===== src/rtl/dpsystem_ctrl.sv =====
// -----------------------------------------------------------------------------
// dpsystem_ctrl
// Cycle scheduler and result-readout controller for the data processing
// system datapath.
//  * Issues a one-clock CycleStart pulse every PERIOD clocks while Enable=1.
//  * Double-buffers the host window configuration. A write goes into pending
//    registers, and those are copied to WindowDelay/WindowSizePow only on the
//    clock before CycleStart.
//  * Drains the result FIFO into a valid/ready stream (one record per
//    handshake) and counts cycles that started while the FIFO was full.
//
// Optional build macro: CYCLE_SYNC_IN_EN
//  When it is defined, an ExtSync input is added. ExtSync is synchronised with
//  two flops, and its rising edge replaces the internal period counter.
//  PERIOD/PW are then unused.
//
// Ports
//  Clock, nReset          clock, asynchronous active-low reset
//  Enable                 1 = generate processing cycles
//  CfgWrite/CfgDelay/CfgSizePow  host configuration write strobe + values
//  CfgErr                 one-clock pulse: last CfgWrite rejected (zero field)
//  CycleStart             one-clock cycle-start pulse to the datapath
//  WindowDelay/WindowSizePow     active window configuration
//  ExtSync                external cycle sync (CYCLE_SYNC_IN_EN only)
//  FifoState_empty/full   result FIFO flags
//  ReadData/ReadEna       FIFO read port (data valid the clock after ReadEna)
//  OutData/OutValid/OutReady     result record stream
//  OverrunCnt             saturating count of cycles started with FIFO full
// -----------------------------------------------------------------------------
module dpsystem_ctrl #(
    parameter int n      = 8,
    parameter int m      = 10,
    parameter int j      = 5,
    parameter int k      = 12,
    parameter int PERIOD = 100000,
    parameter int PW     = 17
) (
    input  logic               Clock,
    input  logic               nReset,
    input  logic               Enable,
    input  logic               CfgWrite,
    input  logic [m-1:0]       CfgDelay,
    input  logic [j-1:0]       CfgSizePow,
    output logic               CfgErr,
    output logic               CycleStart,
    output logic [m-1:0]       WindowDelay,
    output logic [j-1:0]       WindowSizePow,
`ifdef CYCLE_SYNC_IN_EN
    input  logic               ExtSync,
`endif
    input  logic               FifoState_empty,
    input  logic               FifoState_full,
    input  logic [m+2*n+k-1:0] ReadData,
    output logic               ReadEna,
    output logic [m+2*n+k-1:0] OutData,
    output logic               OutValid,
    input  logic               OutReady,
    output logic [7:0]         OverrunCnt
);

    localparam logic [m-1:0] DEF_DELAY = m'(10);
    localparam logic [j-1:0] DEF_SIZE  = j'(10);

    // apply_tick: the clock on which pending config becomes active.
    // start_tick: the clock on which CycleStart is registered high, which is
    //             always the clock after apply_tick.
    logic apply_tick;
    logic start_tick;

`ifdef CYCLE_SYNC_IN_EN
    // sync_q[1:0] is the two-flop synchroniser; sync_q[2] holds the previous
    // synchronised value so that a rising edge can be detected.
    logic [2:0] sync_q;
    logic       start_pend_q;

    always_ff @(posedge Clock or negedge nReset) begin
        if (!nReset) begin
            sync_q       <= '0;
            start_pend_q <= 1'b0;
        end else begin
            sync_q       <= {sync_q[1:0], ExtSync};
            start_pend_q <= apply_tick;
        end
    end

    assign apply_tick = Enable && sync_q[1] && !sync_q[2];
    assign start_tick = Enable && start_pend_q;
`else
    localparam logic [PW-1:0] CNT_RELOAD = PW'(PERIOD - 1);

    logic [PW-1:0] cnt_q;
    logic [PW-1:0] cnt_d;

    always_comb begin
        cnt_d = cnt_q - 1'b1;
        if (!Enable || (cnt_q == '0)) begin
            cnt_d = CNT_RELOAD;
        end
    end

    always_ff @(posedge Clock or negedge nReset) begin
        if (!nReset) begin
            cnt_q <= CNT_RELOAD;
        end else begin
            cnt_q <= cnt_d;
        end
    end

    assign apply_tick = Enable && (cnt_q == PW'(1));
    assign start_tick = Enable && (cnt_q == '0);
`endif

    // ---------------------------------------------------------------------
    // Cycle start, configuration double-buffer, overrun counter
    // ---------------------------------------------------------------------
    logic         cycle_start_q;
    logic         cfg_err_q;
    logic         pend_q;
    logic [m-1:0] pend_delay_q;
    logic [j-1:0] pend_size_q;
    logic [m-1:0] win_delay_q;
    logic [j-1:0] win_size_q;
    logic [7:0]   ovr_q;
    logic         cfg_valid;

    // A zero delay or zero window size would stall the datapath, so such a
    // write is rejected.
    assign cfg_valid = CfgWrite && (CfgDelay != '0) && (CfgSizePow != '0);

    always_ff @(posedge Clock or negedge nReset) begin
        if (!nReset) begin
            cycle_start_q <= 1'b0;
            cfg_err_q     <= 1'b0;
            pend_q        <= 1'b0;
            pend_delay_q  <= '0;
            pend_size_q   <= '0;
            win_delay_q   <= DEF_DELAY;
            win_size_q    <= DEF_SIZE;
            ovr_q         <= '0;
        end else begin
            cycle_start_q <= start_tick;
            cfg_err_q     <= CfgWrite && !cfg_valid;

            if (apply_tick && pend_q) begin
                win_delay_q <= pend_delay_q;
                win_size_q  <= pend_size_q;
            end

            // A write that lands on the apply clock stays pending for the
            // next cycle. The value applied above is the older pending value.
            if (cfg_valid) begin
                pend_delay_q <= CfgDelay;
                pend_size_q  <= CfgSizePow;
                pend_q       <= 1'b1;
            end else if (apply_tick) begin
                pend_q       <= 1'b0;
            end

            if (cycle_start_q && FifoState_full && (ovr_q != 8'hFF)) begin
                ovr_q <= ovr_q + 8'd1;
            end
        end
    end

    assign CycleStart    = cycle_start_q;
    assign CfgErr        = cfg_err_q;
    assign WindowDelay   = win_delay_q;
    assign WindowSizePow = win_size_q;
    assign OverrunCnt    = ovr_q;

    // ---------------------------------------------------------------------
    // Readout FSM: one FIFO read per record, hold the record until accepted
    // ---------------------------------------------------------------------
    typedef enum logic [1:0] {R_IDLE, R_READ, R_CAP, R_HOLD} rd_state_t;

    rd_state_t            rd_state_q;
    logic                 read_ena_q;
    logic                 out_valid_q;
    logic [m+2*n+k-1:0]   out_data_q;

    always_ff @(posedge Clock or negedge nReset) begin
        if (!nReset) begin
            rd_state_q  <= R_IDLE;
            read_ena_q  <= 1'b0;
            out_valid_q <= 1'b0;
            out_data_q  <= '0;
        end else begin
            case (rd_state_q)
                R_IDLE: begin
                    if (!FifoState_empty) begin
                        rd_state_q <= R_READ;
                        read_ena_q <= 1'b1;
                    end
                end
                R_READ: begin
                    read_ena_q <= 1'b0;
                    rd_state_q <= R_CAP;
                end
                R_CAP: begin
                    // ReadData is valid on the clock after ReadEna.
                    out_data_q  <= ReadData;
                    out_valid_q <= 1'b1;
                    rd_state_q  <= R_HOLD;
                end
                R_HOLD: begin
                    if (OutReady) begin
                        out_valid_q <= 1'b0;
                        rd_state_q  <= R_IDLE;
                    end
                end
                default: begin
                    read_ena_q  <= 1'b0;
                    out_valid_q <= 1'b0;
                    rd_state_q  <= R_IDLE;
                end
            endcase
        end
    end

    assign ReadEna  = read_ena_q;
    assign OutValid = out_valid_q;
    assign OutData  = out_data_q;

endmodule


===== config.mk =====
export PLATFORM = sky130hd
export DESIGN_NAME = dpsystem_ctrl
export DESIGN_NICKNAME = d
export VERILOG_FILES = /design/src/rtl/dpsystem_ctrl.sv
export SDC_FILE = /design/constraint.sdc
export NUM_CORES = 1
export LEC_CHECK = 0
export CAP_MARGIN = 20
export CORE_ASPECT_RATIO = 1.1
export CORE_MARGIN = 2
export CORE_UTILIZATION = 44
export CTS_BUF_LIST = sky130_fd_sc_hd__clkbuf_8
export DETAILED_ROUTE_END_ITERATION = 10
export PLACE_DENSITY = 0.87
export SLEW_MARGIN = 40
export SYNTH_ARGS = -nofsm -noshare
export SYNTH_HDL_FRONTEND = slang
export SYNTH_SLANG_ARGS = --single-unit

===== constraint.sdc =====
create_clock -name Clock -period 1.9 [get_ports Clock]
set_clock_uncertainty 0.1 [all_clocks]
set_input_delay 0.38 -clock Clock [delete_from_list [all_inputs] [get_ports Clock]]
set_output_delay 0.38 -clock Clock [all_outputs]
set_load 0.005 [all_outputs]

### Word-level counts from Yosys, hierarchy flattened

Cells that the tools add are included.

| word-level totals | value |
|---|---|
| register bits | 100 |
| bits of input ports | 60 |
| output and inout port bits | 65 |
| logic and storage cells | 53 |

| cells by class | value |
|---|---|
| $add $sub $neg | 2 |
| equality and inequality tests | 7 |
| multiplexer cells | 10 |
| reductions and logical operators | 21 |

Operators with widths:

| cell | number |
|---|---|
| == test 17 x 1 -> 1 bit, second input constant | 1 |
| logical NOT 17 bit | 1 |
| 2-to-1 mux 17 bit | 1 |
| subtractor 17 x 1 -> 17 bit, second input constant | 1 |
| nonzero test 10 bit | 1 |
| adder 8 x 1 -> 8 bit, second input constant | 1 |
| logical AND 1 bit | 8 |
| inequality test 8 bit, second input constant | 1 |
| one-hot mux 2 bit (4 select lines) | 1 |
| AND reduction 2 bit | 3 |
| nonzero test 2 bit | 3 |
| nonzero test 5 bit | 1 |
| == test 2 bit, second input constant | 2 |
| 2-to-1 mux 1 bit | 4 |
| 2-to-1 mux 2 bit | 2 |
| inequality test 2 bit, second input constant | 2 |
| one-hot mux 1 bit (2 select lines) | 2 |
| == test 2 x 1 -> 1 bit, second input constant | 1 |
| logical NOT 1 bit | 2 |
| logical NOT 2 bit | 1 |
| logical OR 1 bit | 1 |

### Longest topological paths before layout

| depth | value |
|---|---|
| word-level depth | 5 |
| depth in mapped cells | 7 |

### Least setup slack after synthesis

OpenSTA, ideal clock, no wires.

| path | value |
|---|---|
| path type | register to register |
| start point | reg cnt_q[5] |
| end point | reg win_delay_q[0], in the netlist WindowDelay[0] |
| setup time | 0.125 ns |
| data arrival time | 1.718 ns |
| path slack | -0.043 ns |
| stages on the path, launching flop included | 6 |
| path buffers | 1 |
| clock period less this slack | 1.943 ns |
| cell sequence | dfrtp_1 -> nor4_4 -> and4b_4 -> nand3_4 -> buf_6 -> mux2_4 |

| on the way | value |
|---|---|
| word-level cells in the longest chain between the ends | 3 |

RTL lines:

| item | line | RTL |
|---|---|---|
| start, declared | 91 | `logic [PW-1:0] cnt_q;` |
| start signal, assigned | 105 | `cnt_q <= cnt_d;` |
| == test 17 x 1 -> 1 bit | 109 | `assign apply_tick = Enable && (cnt_q == PW'(1));` |
| logical AND 1 bit | 109 |  |
| logical AND 1 bit | 144 | `if (apply_tick && pend_q) begin` |
| end signal, assigned | 145 | `win_delay_q <= pend_delay_q;` |
| end, declared | 121 | `logic [m-1:0] win_delay_q;` |

No other way between the ends.
A chain may end at the register's enable or synchronous reset.

### Final worst setup path

| path | value |
|---|---|
| start point | in CfgDelay[6] |
| end point | reg pend_delay_q[8] |

| on the way | value |
|---|---|
| word-level cells in the longest chain between the ends | 3 |

RTL lines:

| item | line | RTL |
|---|---|---|
| start, declared | 42 | `input logic [m-1:0] CfgDelay,` |
| nonzero test 10 bit | 128 | `assign cfg_valid = CfgWrite && (CfgDelay != '0) && (CfgSizePow != '0);` |
| logical AND 1 bit (2 in series) | 128 |  |
| end signal, assigned | 152 | `pend_delay_q <= CfgDelay;` |
| end, declared | 119 | `logic [m-1:0] pend_delay_q;` |

No other way between the ends.

==> results.txt <==
The run finished with clean final reports. Counting I/O delays and the setup requirement, the final critical path takes between 1.5 and 2 ns. The initialized floorplan defines 37 standard-cell rows. The post-synthesis net count came out at between 300 and 400.

The number of unique standard cell types used by synthesis came out at about 40. The first routing iteration left 102 violations. The top cell types in the final layout, fill and taps aside, are sky130_fd_sc_hd__clkdlybuf4s50_1 (115), sky130_fd_sc_hd__dfrtp_1 (86), sky130_fd_sc_hd__mux2_2 (58), sky130_fd_sc_hd__buf_4 (20), sky130_fd_sc_hd__nand2_1 (17).

Sorting the synthesized cells by area gives the leading types as sky130_fd_sc_hd__dfrtp_1 (52%), sky130_fd_sc_hd__mux2_2 (16%), sky130_fd_sc_hd__dfstp_2 (8.9%), sky130_fd_sc_hd__mux2_4 (3.6%), sky130_fd_sc_hd__xor2_1 (2.5%). Across the VDD grid, the largest voltage drop is between 0.5 and 0.6 mV. The arrival time at the worst endpoint came out at approximately 2 ns.

The fraction of synthesized cell area taken by the top area cell type is 0.5196. The total setup buffers inserted after CTS came out at 0. The die height is 105.8 um.

The count of buffers added on input and output ports is 124. Of the total power, the clock network draws 0.192. The share of layout cells above drive strength 1 is 0.3089. The number of cells in the design after placement came out at 547. The insertion delay of the later-clocked pin in the worst-skew pair is 0.35 ns. The overall via count from detail_route is 2906.

The maximum single-stage delay on the critical path is around 0.54 ns. The synthesized cell area is 4141 sq um. The fill cell instance count of the final layout is 697. The critical path goes through clkdlybuf4s50_1 -> nor4_4 -> a31oi_4 -> mux2_2.

The post-detailed-placement cell area is around 5700 sq um. The portion of total power attributed to combinational logic came out at 0.350. For the pin with the worst max-slew slack, the measured transition is 0.5702 ns. The area of the multi-input gates came out at approximately 1700 sq um. The number of sinks handled by clock tree synthesis came out at 100. In this run the static leakage power is around 2.7 nW.

The post-detailed-routing wire length is 9213 um. The required time at the worst-slack endpoint came out at around 2.1 ns. The total area of sequential cells is approximately 2500 sq um. Compared with the post-synthesis result, the final layout area differs by 45.86%. The number of nets in the final layout came out at between 500 and 600.

The boundary pin count is about 130. Measured against its own limit, the worst slew margin works out to 0.6185. The HPWL after detailed placement is roughly 6600 um.

The share of synthesized area occupied by flip-flops and latches came out at 0.6085. The number of maximum-capacitance violations is 0. The count of warnings emitted by yosys came out at 0. The number of iterations in the first detailed-routing pass came out at 4. The floorplan die width is 96.50 um. The synthesized design spends more area on one cell type than any other, namely sky130_fd_sc_hd__dfrtp_1. The number of hold-slack violations in the final timing report was 0. The switching power summed over all nets is 0.001711 W.

The maximum net fanout on the critical path came out at 8. For this design the ratio of total power to cell area is about 1000 nW/um^2. The library cell used most frequently in the layout, excluding fill and tap cells, is sky130_fd_sc_hd__clkdlybuf4s50_1. The proportion of total power due to net switching came out at 0.2699. The post-detailed-route via-to-cell ratio is around 5. The number of synthesized register bits came out at 100. The core outline area came out at 9259 sq um. The final antenna-violating net count came out at 0. TritonCTS built the clock tree. Counting instances, the worst hold path has a depth of 2. The initial antenna violation count came out at 0. After clock tree synthesis, the clock-pin slew on the worst setup and hold paths is roughly 0.10 ns.

The cell count after synthesis came out at around 300. In the global route stage, overall resource usage came out at 0.1808. The worst setup path is captured at a flip-flop. For this configuration, the core starts out at a cell density of 0.4473. The total count of max-transition violations in the final report came out at 0. The cell count of the worst reg-to-reg path came out at 5.

The synthesized area per cell is 14.18 sq um. The finished layout holds approximately 570 standard cells, fillers aside. The last weighted congestion value of the routability-driven placer came out at between 0.7 and 0.8. The internal power of the cells totals between 0.004 and 0.005 W.

The final global-route overflow total is 0. The critical path in this run is classified as input port to flip-flop. The slowest cell on the critical path is sky130_fd_sc_hd__nor4_4. The area enclosed by the die boundary came out at 10200 sq um. Dividing the final minimum period by the clock period gives 0.9827. The share of total power dissipated in sequential elements is 0.459. The count of unresolved DRC violations after routing is 0. The kind of launch point of the worst setup path is an input port. The path class of the tightest hold or removal check is input port to flip-flop.

The tree is rooted in a sky130_fd_sc_hd__clkbuf_8. The repair_antennas step left the layout with diodes totalling 0. In the synthesized netlist the dominant register cell turns out to be sky130_fd_sc_hd__dfrtp_1. The maximum clock rate came out at around 540 MHz.

The number of synthesized flops with an enable pin came out at 0. The mean routed wirelength per cell is roughly 16 um. With fillers left out, the area of the finished cells amounts to between 6000 and 7000 sq um. The async set-reset flop share out of synthesis is 1.000. The global-route wire length before repair came out at around 14000 um. The number of global-route vias before repair is roughly 3.1k. The number of buffers between clock root and the deepest sink came out at 2. The number of clock buffers added by TritonCTS is 9. The level count of the clock H-tree is 3. Setup violations remaining at the end of the flow were counted as 0. The largest net degree at the start of global routing came out at 48.
-- sequential cells by signal, summed over array words and instances (netlist names) --
signal	flops
OverrunCnt	8
CycleStart	1
OutValid	1
pend_size_q	5
ReadEna	1
OutData	38
rd_state_q	2
pend_q	1
cnt_q	17
WindowSizePow	5
pend_delay_q	10
WindowDelay	10
CfgErr	1
-- cell usage after synthesis, types with 2 or more instances --
| cell | number |
|---|---|
| sky130_fd_sc_hd__o21ai_0 | 3 |
| sky130_fd_sc_hd__ha_1 | 7 |
| sky130_fd_sc_hd__or3_1 | 2 |
| sky130_fd_sc_hd__buf_1 | 3 |
| sky130_fd_sc_hd__nor3_1 | 4 |
| sky130_fd_sc_hd__a21oi_1 | 4 |
| sky130_fd_sc_hd__xor2_1 | 12 |
| sky130_fd_sc_hd__dfstp_2 | 14 |
| sky130_fd_sc_hd__or4_1 | 4 |
| sky130_fd_sc_hd__nor2b_1 | 2 |
| sky130_fd_sc_hd__xnor2_1 | 5 |
| sky130_fd_sc_hd__nor4_1 | 5 |
| sky130_fd_sc_hd__inv_1 | 7 |
| sky130_fd_sc_hd__nand3_1 | 8 |
| sky130_fd_sc_hd__clkbuf_1 | 3 |
| sky130_fd_sc_hd__nand2_1 | 17 |
| sky130_fd_sc_hd__mux2_2 | 59 |
| sky130_fd_sc_hd__nor2_1 | 14 |
| sky130_fd_sc_hd__mux2_4 | 10 |
| sky130_fd_sc_hd__o31ai_1 | 3 |
| sky130_fd_sc_hd__dfrtp_1 | 86 |
-- power groups by stage --
stage	Clock [W]	Sequential [W]	Combinational, W
floorplan	0	0.00296	0.000895
global placement	0	0.00292	0.00216
detailed placement	0	0.00295	0.00224
CTS	0.00126	0.00291	0.00226
global route	0.00134	0.00297	0.00242
finish	0.00122	0.00291	0.00222
-- layout make-up --
type                            instances  area share
Tap cell                              117     0.02423
Sequential cell                       100      0.4172
Clock inverter                          7    0.008492
Timing Repair Buffer                  148      0.2452
Inverter                                7    0.004350
Multi-Input combinational cell        179      0.2800
Clock buffer                            9     0.02051
-- worst paths after layout --
kind	from	to	slack [ns]
hold / removal	CfgSizePow[1]	pend_size_q[1]	0.32
hold reg to reg	cnt_q[0]	cnt_q[0]	0.39
setup / recovery	CfgDelay[6]	pend_delay_q[8]	0.03
setup reg to reg	cnt_q[13]	WindowDelay[8]	0.04
max in group asynchronous	nReset	WindowDelay[3]	0.64
min in group asynchronous	nReset	OverrunCnt[1]	0.41
-- per-layer routing --
metal	global-route usage	share of wire
met1	0.2158	0.39
met2	0.3145	0.51
met3	0.05361	0.085
met4	0.04728	0.013
met5	0	0
-- logic make-up after synthesis --
| logic type | synth area share |
|---|---|
| flops | 0.6085 |
| compound gates | 0.03444 |
| mux | 0.1967 |
| fa+ha+maj | 0.02115 |
| buf+inv | 0.01571 |
| xor+xnor | 0.03595 |
| simple gates | 0.08761 |
-- stage by stage --
step | utilization | total power, W | worst slack (ns) | hold slack (ns) | TNS (ns)
finish | 0.6524 | 0.006338 | 0.03283 | 0.3200 | 0
global route | 0.6524 | 0.006729 | -0.0008327 | 0.3135 | -0.0008327
CTS | 0.6468 | 0.006424 | 0.003626 | 0.2980 | 0
detailed placement | 0.6174 | 0.005189 | -0.5171 | 0.2584 | -10.02
global placement | 0.6165 | 0.005072 | -0.5442 | 0.2473 | -10.73
floorplan | - | 0.003857 | -0.0005043 | -0.01559 | -0.003530
-- timing repair --
action / 4_1_cts / 5_1_grt
hold endpoints to repair: 19 / 0
gates resized for setup: 14 / 7
setup endpoints to repair: 16 / 22
cloned: 2 / 1
hold buffers: 1 / 0
pin swaps: 2 / 2
-- worst max-delay path, delay by kind of cell --
family	cells	cell delay (ns)
and+or+nand+nor	1	0.54
buffers and inverters	1	0.47
muxes	1	0.35
AOI/OAI and AO/OA	1	0.27
Note: power is estimated with default switching activity, not from simulation.
==> variant 1, RTL diff (same settings) <==
Put one more register stage on the output `CfgErr`, cleared by the reset. The value now appears one clock later. The other outputs are not delayed to match.
--- a/src/rtl/dpsystem_ctrl.sv
+++ b/src/rtl/dpsystem_ctrl.sv
@@ -164,5 +164,11 @@
 
     assign CycleStart    = cycle_start_q;
-    assign CfgErr        = cfg_err_q;
+    always_ff @(posedge Clock or negedge nReset) begin
+        if (!nReset) begin
+            CfgErr <= '0;
+        end else begin
+            CfgErr <= cfg_err_q;
+        end
+    end
     assign WindowDelay   = win_delay_q;
     assign WindowSizePow = win_size_q;
Check against the original RTL: not equivalent (Yosys sat finds a counterexample within 4 cycles, from zero or initial values and one cycle with nReset low).
==> variant 1 against the unedited design <==
First-iteration DRC count shrank 20%; clock power grew 3%; area after synthesis grew 0.60%; total power grew 0.58%; final area shrank 0.58%; wire length shrank 5.3%; core utilization shrank 0.70 points; setup slack gained 0.017 ns; sequential cell count grew 1; sequential share of layout area grew 0.68 points; final cell count grew 0.35%; register-to-register slack gained 0.02 ns; critical endpoint is now pend_size_q[3]$_DFFE_PN0P_.
==> variant 1: results (changes against the unedited design) <==
metric,value,unit,change
met2 GRT Util,30.7,%,was 31.4%
Final HPWL DP,6.51,mm,was 6.61 mm
share of layout cells above drive strength 1,31.2,%,was 30.9%
GP Congestion,0.796,,was 0.751
fin worst setup slack,0.0503,ns,was 0.0328 ns
Worst Setup EP,pend_size_q[3]$_DFFE_PN0P_,,was pend_delay_q[8]$_DFFE_PN0P_
Crit-path slowest cell,or4_4,,was nor4_4
Slew Limit Headroom,69.2,%,was 61.8%
"delay-heaviest family, CP",buffers and inverters,,was simple AND/OR/NAND/NOR gates
Async SR Flop Fraction,100,%,unchanged
via/cell ratio,5.05,,was 5.13
Wirelength per Cell,15.3,um,was 16.2 um
met1 Track Usage GR,21.8,%,was 21.6%
cells taking the most area after synthesis,"dfrtp_1, mux2_2, dfstp_2, mux2_4, xor2_1",,unchanged
met1 wire length,3.62,mm,was 3.61 mm
Hold Path Sink,CfgErr$_DFF_PN0_,,was pend_size_q[1]$_DFFE_PN0P_
Post-CTS Resized,5,,was 14
GRT met3 Usage,5.06,%,was 5.36%
Min-Delay Path Class,reg2reg,,was in2reg
worst hold path stage count,0,,was 2
worst path arrival time,2.00,ns,
Worst Hold Launch,cfg_err_q$_DFF_PN0_,,was CfgSizePow[1]
syn avg cell area,14.2,um2,about the same
Tot GR Track Use,17.7,%,was 18.1%
syn_nets,360,,was 359
Static Leakage,2.60,nW,was 2.65 nW
most frequent cells after synthesis,"dfrtp_1, mux2_2, nand2_1",,unchanged
max FFs per register,38,,unchanged
CP Launch Point,CfgSizePow[1],,was CfgDelay[6]
CTS Buffer Depth,2,,unchanged
NumNets Final,514,,was 512
drt first-iter violations,82,,was 102
metal3 WL,537,um,was 782 um
largest net degree at the start of global routing,40,,was 48
Netlist cell types,41,,unchanged
Post-CTS Setup Bufs,3,,was 0
status,completed,,unchanged
met2 wire len,4.47,mm,was 4.70 mm
Util after Layout,64.5,%,was 65.2%
R2R cell count,7,,was 5
r2r setup slk,0.06,ns,was 0.04 ns
final hold slack,0.271,ns,was 0.320 ns
global-route wire length before repair,14.9,mm,was 14.4 mm
number of global-route vias before repair,3023,,was 3064
crit-path max FO,7,,was 8
reg2reg end,WindowDelay[4]$_DFFE_PN0P_,,was WindowDelay[8]$_DFFE_PN0P_
[variant 1: cell types whose count changed after synthesis, sizes merged]
| cell | change |
|---|---|
| dfrtp | +1 |
[variant 1: kinds of logic after synthesis]
group,Yosys count,share of synthesized area [%]
xor+xnor,17,3.57
fa+ha+maj,7,2.10
mux,69,19.5
simple gates,64,8.71
buf+inv,15,1.56
compound gates,20,3.42
flops,101,61.1
[variant 1: cell type report]
class / count / share of cell area (%)
Clock buffer: 9 / 2.06
Timing Repair Buffer: 151 / 24.9
Multi-Input combinational cell: 177 / 26.9
Clock inverter: 7 / 0.938
Tap cell: 117 / 2.44
Inverter: 7 / 0.438
Sequential cell: 101 / 42.4
[variant 1: power by group]
group          internal, W  leakage, nW  switching, W
Combinational      0.00149         1.28      0.000694
Sequential         0.00266         1.22      0.000266
Clock             0.000498       0.0963      0.000760
Total              0.00465         2.60       0.00172
==> variant 2, RTL diff (same settings) <==
Made on the original files. The parameter `n` goes from 8 to 7.
--- a/src/rtl/dpsystem_ctrl.sv
+++ b/src/rtl/dpsystem_ctrl.sv
@@ -29,5 +29,5 @@
 // -----------------------------------------------------------------------------
 module dpsystem_ctrl #(
-    parameter int n      = 8,
+    parameter int n      = 7,
     parameter int m      = 10,
     parameter int j      = 5,
Interface: changed (resized OutData and ReadData); port bits go from 125 to 121. No check against the original RTL was run, so the function may have changed too.
==> variant 2 against the unedited design <==
Synthesized cell count shrank 1.0%; wire length shrank 8.6%; hold slack better by 0.058 ns; total power up 1.6%; global-route usage decreased by 0.13 points; area after synthesis decreased by 2.1%; sequential cell count decreased by 2; setup slack improved by 0.0075 ns; final area down 3.3%; first-iteration DRC count up 2.9%; critical path type unchanged; critical endpoint is now pend_delay_q[6]$_DFFE_PN0P_.
==> variant 2: results (changes against the unedited design) <==
metric,value,unit,change
syn_nets,354,,was 359
root buffer cell,clkbuf_8,,unchanged
global-route wire length before repair,14.1,mm,was 14.4 mm
cts bufs inserted,9,,unchanged
GP Congestion,0.820,,was 0.751
most frequent cells after synthesis,"dfrtp_1, mux2_2, nand2_1",,unchanged
Async SR Flop Fraction,100,%,unchanged
register area share after synthesis,60.9,%,was 60.8%
antenna cell count,0,,unchanged
Worst-path clk slew,0.09,ns,
share of layout cells above drive strength 1,29.3,%,was 30.9%
drt first-iter violations,105,,was 102
Netlist cell types,40,,was 41
H-tree depth,3,,unchanged
Static Leakage,2.58,nW,was 2.65 nW
Switch Pwr,0.00164,W,was 0.00171 W
CTS Buffer Depth,2,,unchanged
largest net degree at the start of global routing,39,,was 48
Peak VDD IR,0.000502,V,was 0.000530 V
crit-path max FO,13,,was 8
worst path arrival time,2.00,ns,
Final HPWL DP,6.31,mm,was 6.61 mm
Fill cells,643,,was 697
Clock Latency Late Sink,0.35,ns,about the same
Tot GR Track Use,18.0,%,was 18.1%
Slew Limit Headroom,67.1,%,was 61.8%
NumNets Final,501,,was 512
max FFs per register,36,,was 38
Port Buffers,120,,was 124
met2 GRT Util,30.8,%,was 31.4%
Ys Warns,0,,unchanged
Min-Delay Path Class,reg2reg,,was in2reg
initial antenna violation count,0,,unchanged
cells taking the most area after synthesis,"dfrtp_1, mux2_2, dfstp_2, mux2_4, ha_1",,"was dfrtp_1, mux2_2, dfstp_2, mux2_4, xor2_1"
number of global-route vias before repair,3021,,was 3064
fmax,0.538,GHz,was 0.536 GHz
r2r setup slk,0.08,ns,was 0.04 ns
GRT met3 Usage,3.89,%,was 5.36%
drt first pass iters,4,,unchanged
via/cell ratio,5.04,,was 5.13
status,completed,,unchanged
DP Worst Slack,-0.334,ns,was -0.517 ns
met1 Track Usage GR,21.6,%,about the same
Wirelength per Cell,15.2,um,was 16.2 um
[variant 2: final cells by class]
type,instances,area share [%]
timing repair buffer,145,24.7
tap,114,2.44
clock inverter,6,1.52
sequential,98,42.3
clock buffer,10,2.36
inverter,7,0.450
multi-input combinational,175,26.2
[variant 2: cell families after synthesis]
| family | synth area share [%] |
|---|---|
| DFF | 60.9 |
| buffers and inverters | 1.82 |
| muxes | 19.2 |
| xor gates and xnor gates | 3.89 |
| adders and majority gates | 2.16 |
| and+or+nand+nor | 9.19 |
| AOI/OAI and AO/OA | 2.81 |
[variant 2: final timing paths]
kind | endpoint | startpoint | cells past startpoint
max in group asynchronous | cnt_q[1]$_DFF_PN1_ | nReset | 3
worst max register to register | WindowDelay[6]$_DFFE_PN0P_ | cnt_q[4]$_DFF_PN1_ | 5
worst min register to register | cnt_q[16]$_DFF_PN1_ | cnt_q[16]$_DFF_PN1_ | 2
worst min-delay path | cnt_q[16]$_DFF_PN1_ | cnt_q[16]$_DFF_PN1_ | 2
min in group asynchronous | OverrunCnt[6]$_DFFE_PN0P_ | nReset | 2
worst max-delay path | pend_delay_q[6]$_DFFE_PN0P_ | CfgSizePow[0] | 5
[variant 2: critical path, stage by stage]
cell	delay, ns
clkdlybuf4s50_1	0.41
or4_1	0.52
o211a_1	0.26
buf_12	0.16
mux2_2	0.27
[variant 2: power by group through the flow]
stage	sequential [W]	combinational [W]	clock (W)
finish	0.00284	0.00211	0.00149
global route	0.00291	0.00229	0.00163
CTS	0.00284	0.00214	0.00152
detailed placement	0.00289	0.00213	0
global placement	0.00285	0.00207	0
floorplan	0.00288	0.000859	0
[variant 2: through the flow]
| stage | instances | cell area [um2] | hold WS (ns) |
|---|---|---|---|
| final | 555 | 5840 | 0.378 |
| after global routing | 555 | 5840 | 0.394 |
| after detailed placement | 536 | 5570 | 0.288 |
| after CTS | 553 | 5810 | 0.380 |
| after floorplan | 289 | 4060 | -0.0156 |
| after global placement | 536 | 5570 | 0.272 |
[variant 2: per-layer routing]
| metal | part of all wire, % | vias up |
|---|---|---|
| met5 | 0 | - |
| met1 | 40 | 1386 |
| li1 | - | 1310 |
| met3 | 6.5 | 13 |
| met2 | 52 | 87 |
| met4 | 1.9 | 0 |
[variant 2: what timing repair did]
item	CTS	global route
hold endpoints to repair	26	0
setup endpoints to repair	7	20
hold buffers	1	0
gates resized for setup	3	7
setup buffers	0	2
